--- src/rtl/wb_line_biu.sv ---
// Wishbone B3 burst BIU: refills or writes back one cache line per request.
// Ports: req_* line request, rsp_* completion, wb_* system bus master.
// Optional WB_BIU_WRAP_EN: critical-word-first wrap bursts (default linear).
module wb_line_biu #(
  parameter int DW         = 32,
  parameter int AW         = 32,
  parameter int LINE_WORDS = 8,
  parameter int RETRY_MAX  = 3
) (
  input  logic                     wb_clk_i,
  input  logic                     wb_rst_i,
  input  logic                     req_valid,
  output logic                     req_ready,
  input  logic                     req_we,
  input  logic [AW-1:0]            req_adr,
  input  logic [DW*LINE_WORDS-1:0] req_wdata,
  output logic                     rsp_valid,
  output logic                     rsp_err,
  output logic [DW*LINE_WORDS-1:0] rsp_rdata,
  output logic                     wb_cyc_o,
  output logic                     wb_stb_o,
  output logic                     wb_we_o,
  output logic [AW-1:0]            wb_adr_o,
  output logic [DW/8-1:0]          wb_sel_o,
  output logic [DW-1:0]            wb_dat_o,
  output logic [2:0]               wb_cti_o,
  output logic [1:0]               wb_bte_o,
  input  logic                     wb_ack_i,
  input  logic                     wb_err_i,
  input  logic                     wb_rty_i,
  input  logic [DW-1:0]            wb_dat_i
);

  localparam int OB = $clog2(DW/8);
  localparam int IB = $clog2(LINE_WORDS);
  localparam int LB = DW*LINE_WORDS;
  localparam logic [AW-1:0] BASE_MASK = {AW{1'b1}} << (OB+IB);
  localparam logic [IB-1:0] LAST = IB'(LINE_WORDS-1);
  localparam logic [3:0]    RMAX = 4'(RETRY_MAX);
  localparam logic [2:0]    CTI_INC = 3'b010;
  localparam logic [2:0]    CTI_EOB = 3'b111;

`ifdef WB_BIU_WRAP_EN
  localparam logic [1:0] BTE_B = (LINE_WORDS == 4) ? 2'b01 :
                                 (LINE_WORDS == 8) ? 2'b10 : 2'b11;
  logic [IB-1:0] w_req_start;
  assign w_req_start = req_adr[OB+IB-1:OB];
`else
  localparam logic [1:0] BTE_B = 2'b00;
  logic [IB-1:0] w_req_start;
  assign w_req_start = '0;
`endif

  typedef enum logic [1:0] {
    S_IDLE, S_BURST, S_BACKOFF, S_RESP
  } state_t;

  state_t        r_state, w_state;
  logic          r_we, w_we;
  logic [LB-1:0] r_wdata, w_wdata;
  logic [AW-1:0] r_base, w_base;
  logic [IB-1:0] r_start, w_start;
  logic [IB-1:0] r_idx, w_idx;
  logic [IB-1:0] r_beat, w_beat;
  logic [3:0]    r_rty, w_rty;

  logic          w_ready, w_rsp_valid, w_rsp_err;
  logic [LB-1:0] w_rdata;
  logic          w_cyc, w_stb, w_we_o;
  logic [AW-1:0] w_adr;
  logic [DW-1:0] w_dat;
  logic [2:0]    w_cti;
  logic [1:0]    w_bte;
  logic          w_load, w_stop;

  always_comb begin
    w_state     = r_state;
    w_we        = r_we;
    w_wdata     = r_wdata;
    w_base      = r_base;
    w_start     = r_start;
    w_idx       = r_idx;
    w_beat      = r_beat;
    w_rty       = r_rty;
    w_ready     = req_ready;
    w_rsp_valid = 1'b0;
    w_rsp_err   = 1'b0;
    w_rdata     = rsp_rdata;
    w_cyc       = wb_cyc_o;
    w_stb       = wb_stb_o;
    w_we_o      = wb_we_o;
    w_cti       = wb_cti_o;
    w_bte       = wb_bte_o;
    w_load      = 1'b0;
    w_stop      = 1'b0;
    unique case (r_state)
      S_IDLE: begin
        if (req_valid) begin
          w_state = S_BURST;
          w_we    = req_we;
          w_wdata = req_wdata;
          w_base  = req_adr & BASE_MASK;
          w_start = w_req_start;
          w_rty   = '0;
          w_ready = 1'b0;
          w_load  = 1'b1;
        end
      end
      S_BURST: begin
        if (wb_stb_o) begin
          if (wb_err_i) begin
            w_state     = S_RESP;
            w_rsp_valid = 1'b1;
            w_rsp_err   = 1'b1;
            w_stop      = 1'b1;
          end else if (wb_rty_i) begin
            w_stop = 1'b1;
            if (r_rty < RMAX) begin
              w_rty   = r_rty + 4'd1;
              w_state = S_BACKOFF;
            end else begin
              w_state     = S_RESP;
              w_rsp_valid = 1'b1;
              w_rsp_err   = 1'b1;
            end
          end else if (wb_ack_i) begin
            if (!r_we) w_rdata[DW*r_idx +: DW] = wb_dat_i;
            if (r_beat == LAST) begin
              w_state     = S_RESP;
              w_rsp_valid = 1'b1;
              w_stop      = 1'b1;
            end else begin
              // index wraps naturally modulo LINE_WORDS
              w_idx  = r_idx + 1'b1;
              w_beat = r_beat + 1'b1;
              w_cti  = (w_beat == LAST) ? CTI_EOB : CTI_INC;
            end
          end
        end
      end
      S_BACKOFF: begin
        w_state = S_BURST;
        w_load  = 1'b1;
      end
      S_RESP: begin
        w_state = S_IDLE;
        w_ready = 1'b1;
      end
      default: w_state = S_IDLE;
    endcase
    // (re)start the line at its original start index
    if (w_load) begin
      w_idx  = w_start;
      w_beat = '0;
      w_cyc  = 1'b1;
      w_stb  = 1'b1;
      w_we_o = w_we;
      w_cti  = CTI_INC;
      w_bte  = BTE_B;
    end
    if (w_stop) begin
      w_cyc  = 1'b0;
      w_stb  = 1'b0;
      w_we_o = 1'b0;
      w_cti  = CTI_EOB;
      w_bte  = 2'b00;
    end
    w_adr = w_base | (AW'(w_idx) << OB);
    w_dat = w_wdata[DW*w_idx +: DW];
  end

  always_ff @(posedge wb_clk_i or posedge wb_rst_i) begin
    if (wb_rst_i) begin
      r_state   <= S_IDLE;
      r_we      <= 1'b0;
      r_wdata   <= '0;
      r_base    <= '0;
      r_start   <= '0;
      r_idx     <= '0;
      r_beat    <= '0;
      r_rty     <= '0;
      req_ready <= 1'b1;
      rsp_valid <= 1'b0;
      rsp_err   <= 1'b0;
      rsp_rdata <= '0;
      wb_cyc_o  <= 1'b0;
      wb_stb_o  <= 1'b0;
      wb_we_o   <= 1'b0;
      wb_adr_o  <= '0;
      wb_sel_o  <= '1;
      wb_dat_o  <= '0;
      wb_cti_o  <= CTI_EOB;
      wb_bte_o  <= 2'b00;
    end else begin
      r_state   <= w_state;
      r_we      <= w_we;
      r_wdata   <= w_wdata;
      r_base    <= w_base;
      r_start   <= w_start;
      r_idx     <= w_idx;
      r_beat    <= w_beat;
      r_rty     <= w_rty;
      req_ready <= w_ready;
      rsp_valid <= w_rsp_valid;
      rsp_err   <= w_rsp_err;
      rsp_rdata <= w_rdata;
      wb_cyc_o  <= w_cyc;
      wb_stb_o  <= w_stb;
      wb_we_o   <= w_we_o;
      wb_adr_o  <= w_adr;
      wb_sel_o  <= '1;
      wb_dat_o  <= w_dat;
      wb_cti_o  <= w_cti;
      wb_bte_o  <= w_bte;
    end
  end

endmodule

--- config.mk ---
export PLATFORM = sky130hd
export DESIGN_NAME = wb_line_biu
export DESIGN_NICKNAME = d
export VERILOG_FILES = /design/src/rtl/wb_line_biu.sv
export SDC_FILE = /design/constraint.sdc
export NUM_CORES = 1
export LEC_CHECK = 0
export ABC_AREA = 1
export BUFFER_PORTS_ARGS = -buffer_cell sky130_fd_sc_hd__buf_2
export CAP_MARGIN = 20
export CORE_AREA = 2 2 255 257
export CTS_CLUSTER_DIAMETER = 120
export CTS_CLUSTER_SIZE = 10
export DETAILED_ROUTE_END_ITERATION = 10
export DIE_AREA = 0 0 257 259
export PLACE_DENSITY_LB_ADDON = 0.12
export SETUP_SLACK_MARGIN = 0.1
export SYNTH_ARGS = -nofsm -noshare
export SYNTH_HDL_FRONTEND = slang
export SYNTH_SLANG_ARGS = --single-unit
--- constraint.sdc ---
create_clock -name wb_clk_i -period 23.8 [get_ports wb_clk_i]
set_input_delay 1.19 -clock wb_clk_i [delete_from_list [all_inputs] [get_ports wb_clk_i]]
set_output_delay 1.19 -clock wb_clk_i [all_outputs]
set_load 0.02 [all_outputs]
==> impl_results.md, run 1 <==
* # DRC at 0
* Top-Level Pins at 662
* Row count at 93
* R2R Path Start: r_beat[1]
* Worst reg2reg setup slack at 19450 ps
* Vias at 22461
* Worst-Skew Late Latency at around 620 ps
* Worst Hold Path Cells at 2
* CP max FO at 77
* Chip Width at 257 um
* Achievable clock frequency at roughly 0.22 GHz
* Share of the synthesized area in the top cell type at 0.562
* Synth Instances at between 3000 and 4000
* TritonCTS clock tree: built
* DIE HEIGHT at 259 um
* Post-CTS setup buffers at 0
* Min-delay src: r_base[13]
* Hold Vio Cnt, Final at 0
* Final setup viols at 0
* Unrepaired setup endpoints after global routing: false
* Final setup TNS at 0 ps
* Seq/Total Area, Yosys at 0.564
* Maximum root-to-sink buffer count at 3
* Min cycle time layout at around 4500 ps
* Placed insts at 4354
* Cts repair resizes at 0
* Largest net degree at the start of global routing at around 210
* Worst setup EP type: flop
* Post-synth top area cell: dfrtp_1
* Netlist Area Pre-Place at roughly 0.027 mm^2
* Share of post-route cells with drive strength above 1 at 0.280
* Vias/cell at approximately 5
* Reg clk slew, reported paths at approximately 50 ps
* Run status: completed
* Initial core utilization at 0.416
* CTS buffer count at slightly below 70
* Pwr/cell area at between 100 and 150 mW/mm^2
* Placed cell area at roughly 0.030 mm^2
* Antenna violations before repair at 40
* #FFs+latches synth at around 600
* GP Congestion at around 0.87
* Fin area at between 0.03 and 0.04 mm^2
* Reg2Reg Depth at 13
* # H-tree levels at 3
* Synth async-reset ratio at 1.00
* Slew Limit Fails at 0
* First-pass DRT Iterations at 7
* First-pass GRT wire length at roughly 140 mm
* CP Class: primary input to flop
* Commonest cells after routing, fill and taps aside: 676 x nand2_1, 647 x buf_2, 597 x dfrtp_1
* PortBufs at around 650
* Routed WL per cell at between 20 and 25 um
* Gr usage total at 0.275
* EDFF count, synth at 0
* Critical path launch point type: primary input
* Final std cells w/o fill at 4462
* Reg-to-Reg End: wb_dat_o[11]
* Die area at between 0.06 and 0.07 mm^2
* Peak VDD IR at approximately 77 uV
* Hold_buf cts at 0
* DR iter-0 viols at slightly below 2000
* Synthesized area per cell at approximately 8.7 um^2
* Hold Crit Class: flop to flop
* Slew margin rel. at 0.307
* Slew at the pin with the worst max-slew slack at 1040 ps
* Overflow after GRT at 0
* Most common cell after layout, fill and taps aside: nand2_1
* Pleak at ~17 nW
* Vias in the first global route at around 21000
* Ys flop type: dfrtp_1
* Clock root buffer: clkbuf_16
* Clock skew at 20.5 ps
* Final period utilization at 0.190
* Crit path required time at around 24000 ps
* Crit path DAT at ~5000 ps
* Warnings from Yosys at 0
* Final total power at roughly 4.2 mW
* Clock sink count at between 500 and 600
* Area Overhead vs Synth at 20.6%
* Final wirelength at around 93 mm
* Hpwl dp at between 60 and 70 mm
* NumNets Final at approximately 3900
* Cell variety after synth at 38
* Core ar. at between 0.06 and 0.07 mm^2
* Max cap viols at 0
* Final ANT Viol Nets at 0
* WHS Endpoint: r_base[13]
* Area contributors post-synth: dfrtp_1 56%, nand2_1 9.6%, o21ai_0 6.2%
[per-layer routing]
metal / share of wire / GRT usage / vias to the layer above
met3: 0.076 / 0.0807 / 178
met5: 0.0019 / 0 / -
met4: 0.034 / 0.107 / 30
met1: 0.41 / 0.349 / 10811
met2: 0.48 / 0.444 / 720
li1: - / - / 10722
[report_power, final]
part / leakage, nW / internal (mW) / switching [mW]
Clock: 0.927 / 0.536 / 0.418
Combinational: 8.37 / 0.548 / 1.30
Sequential: 7.27 / 1.33 / 0.0859
[worst max path at each step]
stage	from	end	slack [ps]
2_1_floorplan	wb_rst_i	r_base[10]	5850
3_3_place_gp	req_valid	wb_dat_o[11]	18690
3_5_place_dp	req_valid	wb_dat_o[14]	18680
4_1_cts	req_valid	wb_dat_o[11]	19330
5_1_grt	req_valid	wb_dat_o[7]	19080
6_report	req_valid	wb_dat_o[11]	19270
[kinds of logic (layout without fill, tap and decap cells)]
logic type,after synthesis,after routing,synth area share
adders and majority gates,7,7,0.00330
other,2,33,0.000283
DFF,599,599,0.564
buffers and inverters,632,1155,0.0990
and+or+nand+nor,1280,1280,0.219
AOI/OAI and AO/OA,532,532,0.114
xor gates and xnor gates,1,1,0.000330
[cells in the mapped netlist, drive strengths merged (2+ instances only)]
master  number
a21oi       33
clkbuf     131
inv        396
nor3         5
nand3      302
buf        105
or2        224
dfrtp      597
nand4        2
conb         2
o21ai      381
o41ai       40
o31ai       73
ha           7
dfstp        2
nand2      685
nor2        62
[final cells by class]
class	instances	area, um^2
Sequential cell	599	15000
Fill cell	6260	31800
Clock buffer	79	1810
Multi-Input combinational cell	1829	9030
Tap cell	855	1070
Antenna cell	24	60.1
Inverter	396	1490
Timing Repair Buffer	675	3500
Clock inverter	5	95.1
[flip-flops by register name (all words and copies together), names as in the netlist]
register / flops
r_wdata: 256
rsp_rdata: 256
wb_dat_o: 32
r_base: 30
r_rty: 4
r_beat: 3
r_idx: 3
r_start: 3
wb_adr_o: 3
r_state: 2
r_we: 1
req_ready: 1
rsp_err: 1
rsp_valid: 1
wb_cti_o: 1
wb_stb_o: 1
wb_we_o: 1
[critical path: stages]
cell and delay, ps:
buf_2 140, o21ai_2 360, nand2_2 130, nand2_1 120, nand2_4 510, nand2_4 890
buf_4 780, nand2_1 100, nand3_1 190, nand2_1 220, nand2_1 140, nand2_1 80
[stage by stage]
stage	worst slack (ps)	utilization	hold WS [ps]
6_report	19270	0.502	471
5_1_grt	19080	0.501	485
4_1_cts	19330	0.501	476
3_3_place_gp	18690	0.471	456
3_5_place_dp	18680	0.471	460
2_1_floorplan	5850	-	450
Power figures use the tool's default switching activity.
==> run 2: changes to the inputs <==
==> constraint.sdc (replaced) <==
create_clock -name wb_clk_i -period 4.6 [get_ports wb_clk_i]
set_input_delay 0.23 -clock wb_clk_i [delete_from_list [all_inputs] [get_ports wb_clk_i]]
set_output_delay 0.23 -clock wb_clk_i [all_outputs]
set_load 0.02 [all_outputs]
==> impl_results.md, run 2 (synthesized netlist as in run 1, its figures left out) <==
* Run status: completed
* FF+latch area at 0.0150 mm^2 (unchanged)
* Post-CTS setup buffers at 0 (unchanged)
* Most common cell after layout, fill and taps aside: nand2_1
* Largest regs: r_wdata: 256 flops, rsp_rdata: 256 flops, wb_dat_o: 32 flops
* Die area at 0.0666 mm^2 (unchanged)
* Max layer used: met5
* Final period utilization at 0.723
* First-pass GRT wire length at 146 mm (+5.2%)
* Chip Width at 257 um (unchanged)
* Metal2 WL at 45.9 mm (+2.1%)
* Gr usage total at 0.286 (+0.0113)
* Peak VDD IR at 470 uV (+510%)
* Worst Hold Margin at 30.0 ps (-441 ps)
* Final setup viols at 0 (unchanged)
* Seq pwr share at 0.332 (-0.004)
* Multi-input gate area at 0.00904 mm^2 (about the same)
* Hpwl dp at 65.7 mm (+2.0%)
* Psw at 9.49 mW (+430%)
* PortBufs at 647 (unchanged)
* DIE HEIGHT at 259 um (unchanged)
* Sw frac at 0.427 (about the same)
* Unrepaired setup endpoints after global routing: false
* CP Class: flop to flop
* Commonest cells after routing, fill and taps aside: 676 x nand2_1, 647 x buf_2, 597 x dfrtp_1
* Slowest cell delay on critical path at 500 ps (-390 ps)
* Slew margin rel. at 0.289 (-0.0187)
* M1 WL at 40.3 mm (+6.2%)
* First-pass DRT Iterations at 8 (+1)
* Reg-to-Reg End: rsp_rdata[71]
* Crit-path cells: inv_2 -> ha_1 -> ha_1 -> nor2_4 -> buf_4 -> inv_1 -> buf_4 -> nor3_1 -> nand2_2 -> buf_4 -> o31ai_1
* Maximum root-to-sink buffer count at 3 (unchanged)
* # H-tree levels at 3 (unchanged)
* Comb power frac at 0.445 (+0.007)
* Core ar. at 0.0639 mm^2 (unchanged)
* Achievable clock frequency at between 0.3 and 0.4 GHz
* Min cycle time layout at 3330 ps
* Reg2Reg Depth at 11 (-2)
* Worst Hold Path Cells at 3 (+1)
* Top-Level Pins at 662 (unchanged)
* Pleak at 18.0 nW (+8.4%)
* Clock skew at 25.5 ps (+5.02 ps)
* CP delay by family, top: buffers and inverters
* Overflow after GRT at 0 (unchanged)
* Most used cell along the critical path: buf_4
* Fillcell total at 5917 (-5.5%)
* Internal at 12.7 mW (+430%)
* Slowest CP cell: nand2_2
* Buffers and inverters on the worst path at 5 (+3)
* Largest net degree at the start of global routing at 192 (-8.1%)
* Hold Vio Cnt, Final at 0 (unchanged)
* Worst setup EP type: flop
* Clock share of power at 0.223 (-0.003)
* Pwr/cell area at 628 mW/mm^2 (+380%)
* Placed insts at 4367 (+0.30%)
* CTS buffer count at 69 (unchanged)
* Share of post-route cells with drive strength above 1 at 0.260 (-0.0205)
* DR WL met3 at 6.56 mm (-7.3%)
* Routed WL per cell at 20.4 um (-2.7%)
* Vias at 24053 (+7.1%)
* Worst reg2reg setup slack at 1270 ps (-18180 ps)
* Final core occ at 0.553 (+0.0513)
* TritonCTS clock tree: built
* NumNets Final at 4230 (+8.4%)
* Worst-Skew Late Latency at 610 ps (about the same)
* Row count at 93 (unchanged)
* Final wirelength at 97.3 mm (+4.3%)
* WHS Endpoint: r_wdata[167]
* # DRC at 0 (unchanged)
* Area Overhead vs Synth at 33.0%
* Critical path launch point type: flop
* Vias/cell at 5.03 (about the same)
* Max cap viols at 0 (unchanged)
* Clock sink count at 599 (unchanged)
* Slew Limit Fails at 0 (unchanged)
* Crit path DAT at 3820 ps (-1200 ps)
* DR iter-0 viols at 1763 (-9.8%)
* Slew at the pin with the worst max-slew slack at 1070 ps (+31.6 ps)
* CP max FO at 34 (-56%)
* Final ANT Viol Nets at 0 (unchanged)
* Hold Crit Class: primary input to flop
* Slack of the critical path at 1270 ps (-18000 ps)
* R2R Path Start: r_idx[0]
* Pre-CTS setup slack at 1300 ps (-17380 ps)
* Min-delay src: req_wdata[167]
* Antenna violations before repair at 15 (-63%)
* GP Congestion at 0.868 (about the same)
* Final std cells w/o fill at 4781 (+7.1%)
* Initial core utilization at 0.416 (unchanged)
* Crit path required time at 5090 ps (-19200 ps)
* Clock root buffer: clkbuf_16
* Reg clk slew, reported paths at 60 ps (about the same)
* Vias in the first global route at 23848 (+11%)
## run 2: layer usage
metal  global-route usage  up-vias
met3               0.0605      209
met1                0.368    11589
met2                0.466      885
met4                0.132        8
li1                     -    11362
met5                    0        -
## run 2: final cells by class
| class | count | area share |
|---|---|---|
| diodes | 11 | 0.000779 |
| clock buffers | 84 | 0.0511 |
| clock inverters | 6 | 0.00276 |
| inverters | 396 | 0.0422 |
| multi-input cells | 1829 | 0.256 |
| flip-flops and latches | 599 | 0.424 |
| well taps | 855 | 0.0303 |
| repair buffers | 1001 | 0.193 |
## run 2: worst max-delay path by stage
| stage | from | slack, ps | cells after the start | to |
|---|---|---|---|---|
| 2_1_floorplan | wb_rst_i | -3800 | 1 | r_base[10] |
| 5_1_grt | r_idx[0] | 910 | 11 | rsp_rdata[71] |
| 3_5_place_dp | r_idx[0] | 1300 | 11 | rsp_rdata[67] |
| 6_report | r_idx[0] | 1270 | 11 | rsp_rdata[71] |
| 3_3_place_gp | r_idx[0] | 1330 | 11 | rsp_rdata[65] |
| 4_1_cts | r_idx[0] | 1240 | 11 | rsp_rdata[71] |
## run 2: power by group through the flow
stage	Combinational [mW]	Clock (mW)	Sequential, mW
4_1_cts	9.91	5.05	7.35
3_5_place_dp	9.65	0	7.42
3_3_place_gp	9.59	0	7.37
2_1_floorplan	6.18	0	7.80
5_1_grt	10.9	5.26	7.52
6_report	9.88	4.95	7.36
## run 2: stage by stage
stage          total power [mW]  cell area [um^2]  TNS (ps)
2_1_floorplan              14.0             26600  -2270170
3_3_place_gp               17.0             30300         0
5_1_grt                    23.7             35300         0
6_report                   22.2             35300         0
4_1_cts                    22.3             35300         0
3_5_place_dp               17.1             30300         0
## run 2: worst register-to-register path, stage by stage, from the launching register on
cell and delay (ps):
dfrtp_1 350, inv_2 60, ha_1 190, ha_1 230
nor2_4 90, buf_4 370, inv_1 70, buf_4 290
nor3_1 370, nand2_2 500, buf_4 440, o31ai_1 260
## run 2: timing repair
action,in CTS,in global routing
endpoints found under the hold margin,405,0
endpoints found under the setup margin,0,0
hold buffers,313,0
gates resized for setup,0,0
==> run 3: changes to the inputs <==
--- a/config.mk
+++ b/config.mk
@@ -5,7 +5,7 @@
 export SDC_FILE = /design/constraint.sdc
 export NUM_CORES = 1
 export LEC_CHECK = 0
-export ABC_AREA = 1
+export ABC_AREA = 0
 export BUFFER_PORTS_ARGS = -buffer_cell sky130_fd_sc_hd__buf_2
 export CAP_MARGIN = 20
 export CORE_AREA = 2 2 255 257
==> constraint.sdc (replaced) <==
create_clock -name wb_clk_i -period 3.2 [get_ports wb_clk_i]
set_input_delay 0.16 -clock wb_clk_i [delete_from_list [all_inputs] [get_ports wb_clk_i]]
set_output_delay 0.16 -clock wb_clk_i [all_outputs]
set_load 0.02 [all_outputs]
==> impl_results.md, run 3 <==
* Area contributors post-synth: dfrtp_1 60%, nand2_1 13%, mux2_2 8.6%
* Slack of the critical path at 240 ps (-1030 ps)
* Worst reg2reg setup slack at 240 ps (-1030 ps)
* First-pass GRT wire length at 136 mm (-7.2%)
* Final ANT Viol Nets at 0 (unchanged)
* Die area at 0.0666 mm^2 (unchanged)
* Slowest cell delay on critical path at 400 ps (-100 ps)
* Area Overhead vs Synth at 37.5%
* Placed cell area at 0.0293 mm^2 (-3.3%)
* Post-Synth Adder-Cell Area at 0.00350 (+0.000206)
* Routed WL per cell at 21.7 um (+6.7%)
* Crit-path cells: ha_1 -> ha_1 -> nor4b_4 -> and2_4 -> a211o_4 -> buf_12 -> mux2_2 -> a32oi_1 -> o221ai_1
* Worst Hold Margin at 38.6 ps (+8.53 ps)
* TritonCTS clock tree: built
* Post-CTS setup buffers at 0 (unchanged)
* R2R Path Start: r_beat[0]
* Post-synthesis compound-gate area fraction at 0.0774 (-0.0363)
* Largest family of logic cells by synthesized area: simple AND/OR/NAND/NOR gates
* FF+latch area at 0.0150 mm^2 (about the same)
* Core ar. at 0.0639 mm^2 (unchanged)
* Antenna violations before repair at 10 (-5)
* Share of post-route cells with drive strength above 1 at 0.313 (+0.0528)
* Achievable clock frequency at 0.338 GHz (+12%)
* Final setup viols at 0 (unchanged)
* Top-Level Pins at 662 (unchanged)
* Busiest grt layer: met2
* DIE HEIGHT at 259 um (unchanged)
* Most common cell after layout, fill and taps aside: nand2_1
* Worst setup EP type: flop
* #FFs+latches synth at 599 (unchanged)
* Min-delay src: wb_dat_i[23]
* Max cap viols at 0 (unchanged)
* Fillcell total at 5706 (-3.6%)
* Met1 Use GR at 0.318 (-0.0494)
* Reg-to-Reg End: wb_dat_o[4]
* CP Class: flop to flop
* Post-synth top area cell: dfrtp_1
* DR iter-0 viols at 1375 (-22%)
* Vias at 20952 (-13%)
* Peak VDD IR at 439 uV (-6.7%)
* Pre-CTS setup slack at -4.43 ps (-1300 ps)
* Pwr/cell area at 824 mW/mm^2 (+31%)
* Crit path DAT at 3390 ps (-430 ps)
* Reg2Reg Depth at 9 (-2)
* Slew at the pin with the worst max-slew slack at 770 ps (-297 ps)
* Global-route track usage on met2 at 0.471 (+0.00509)
* PortBufs at 647 (unchanged)
* Vias in the first global route at 21860 (-8.3%)
* Final wirelength at 90.9 mm (-6.7%)
* Share of the synthesized area in the top cell type at 0.597 (+0.0351)
* Warnings from Yosys at 0 (unchanged)
* Synth async-reset ratio at 1.00 (unchanged)
* Post-Synth XOR/XNOR Area at 0 (-0.000330)
* Largest net degree at the start of global routing at 132 (-31%)
* Hpwl dp at 65.5 mm (-0.32%)
* Vias/cell at 5.01 (-0.39%)
* Hold Vio Cnt, Final at 0 (unchanged)
* Worst Hold Path Cells at 3 (unchanged)
* Pleak at 17.1 nW (-4.6%)
* Final setup TNS at 0 ps (unchanged)
* CTS buffer count at 69 (unchanged)
* Simple-Gate Fraction of Synth Area at 0.163 (-0.0558)
* Maximum root-to-sink buffer count at 3 (unchanged)
* Synth top cells by count: 854 x nand2_1, 597 x dfrtp_1, 190 x mux2_2
* Cell variety after synth at 51 (+34%)
* Synth Instances at 2373 (-22%)
* Synthesized area per cell at 10.5 um^2 (+21%)
* Worst-Skew Late Latency at 600 ps (about the same)
* Crit path from: r_beat[0]
* Row count at 93 (unchanged)
* Post-synthesis mux area share at 0.115 (+0.115)
* Slowest CP cell: dfrtp_1
* Unrepaired setup endpoints after global routing: true
* First-pass DRT Iterations at 6 (-2)
* NumNets Final at 3638 (-14%)
* Crit path required time at 3630 ps (-1460 ps)
* # DRC at 0 (unchanged)
* Critical path launch point type: flop
* Run status: completed
* Slew Limit Fails at 0 (unchanged)
* Overflow after GRT at 0 (unchanged)
* Most common cell in the synthesized netlist: nand2_1
* EDFF count, synth at 0 (unchanged)
* GP Congestion at 0.901 (+3.7%)
* WHS Endpoint: rsp_rdata[215]
* # H-tree levels at 3 (unchanged)
* Largest regs: r_wdata: 256 flops, rsp_rdata: 256 flops, wb_dat_o: 32 flops
* Final period utilization at 0.925 (+0.202)
* Hold Crit Class: primary input to flop
* Chip Width at 257 um (unchanged)
* CP delay by family, top: compound AO/OA/AOI/OAI gates
* Clock root buffer: clkbuf_16
* Clock skew at 18.4 ps (-7.06 ps)
* Initial core utilization at 0.391 (-0.0244)
* Most used cell along the critical path: ha_1
* Gr usage total at 0.270 (-0.0166)
* Fin area at 0.0344 mm^2 (-2.7%)
* CP max FO at 39 (+15%)
* Seq/Total Area, Yosys at 0.600 (+0.0352)
* Buffers and inverters on the worst path at 1 (-4)
* Netlist Area Pre-Place at 0.0250 mm^2 (-5.9%)
* Ys flop type: dfrtp_1
* Met3 usage at 0.0608 (+0.000293)
* Clock sink count at 599 (unchanged)
* Min cycle time layout at 2960 ps (-367 ps)
* Reg clk slew, reported paths at 60 ps (about the same)
* Multi-input gate area at 0.00917 mm^2 (+1.4%)
* Commonest cells after routing, fill and taps aside: 852 x nand2_1, 647 x buf_2, 596 x dfrtp_1
* Slew margin rel. at 0.487 (+0.198)
run 3: cell types whose count changed after synthesis, moves of 45 or more:
cell,delta
nand2_1,+175
mux2_2,+190
nor2_1,-45
nand3_1,-271
inv_1,-380
o21ai_0,-149
mux2i_1,+64
or2_2,-213
o21ai_1,-49
run 3: report_power, final:
group | total (mW) | leakage, nW | switching [mW] | internal, mW
Combinational | 10.8 | 8.47 | 6.34 | 4.42
Clock | 6.88 | 0.896 | 2.98 | 3.90
Sequential | 10.7 | 7.77 | 0.810 | 9.88
run 3: layout make-up:
class | count | share of cell area
clock inverter | 5 | 0.00149
antenna | 11 | 0.000801
tap | 855 | 0.0311
sequential | 599 | 0.436
clock buffer | 77 | 0.0517
inverter | 9 | 0.00116
multi-input combinational | 1581 | 0.267
timing repair buffer | 1044 | 0.211
run 3: worst min-delay path, cell delays in order:
cell	delay (ps)
buf_2	240
nand2_1	110
o21ai_0	70
run 3: repair_timing:
item                                    4_1_cts  5_1_grt
hold endpoints to repair                    479        0
endpoints found under the setup margin       12       15
pin swaps                                     0        1
resized for setup                             1        7
hold buffers                                320        0
gates cloned                                  0        0
run 3: how the worst max path moves through the flow:
stage	end	slack (ps)	cells past startpoint
after detailed placement	wb_dat_o[5]	-4	9
after global routing	wb_dat_o[4]	80	9
after floorplan	r_base[10]	-5130	1
final	wb_dat_o[4]	240	9
after global placement	wb_dat_o[24]	80	9
after CTS	wb_dat_o[9]	110	9
run 3: logic make-up after synthesis:
logic type / after synthesis
AOI/OAI and AO/OA: 302
and+or+nand+nor: 1003
buffers and inverters: 200
adders and majority gates: 7
muxes: 260
other: 2
DFF: 599
run 3: metrics by stage:
step	total power [mW]	instances	utilization
floorplan	18.2	2380	-
global placement	20.9	3768	0.458
detailed placement	21.2	3768	0.458
CTS	28.5	4170	0.537
global route	30.0	4175	0.538
finish	28.3	4181	0.538
run 3: layer usage:
layer	vias up	wire length, um
met5	-	34
met1	10252	35100
met2	786	45600
li1	9705	-
met3	203	5710
met4	6	4330
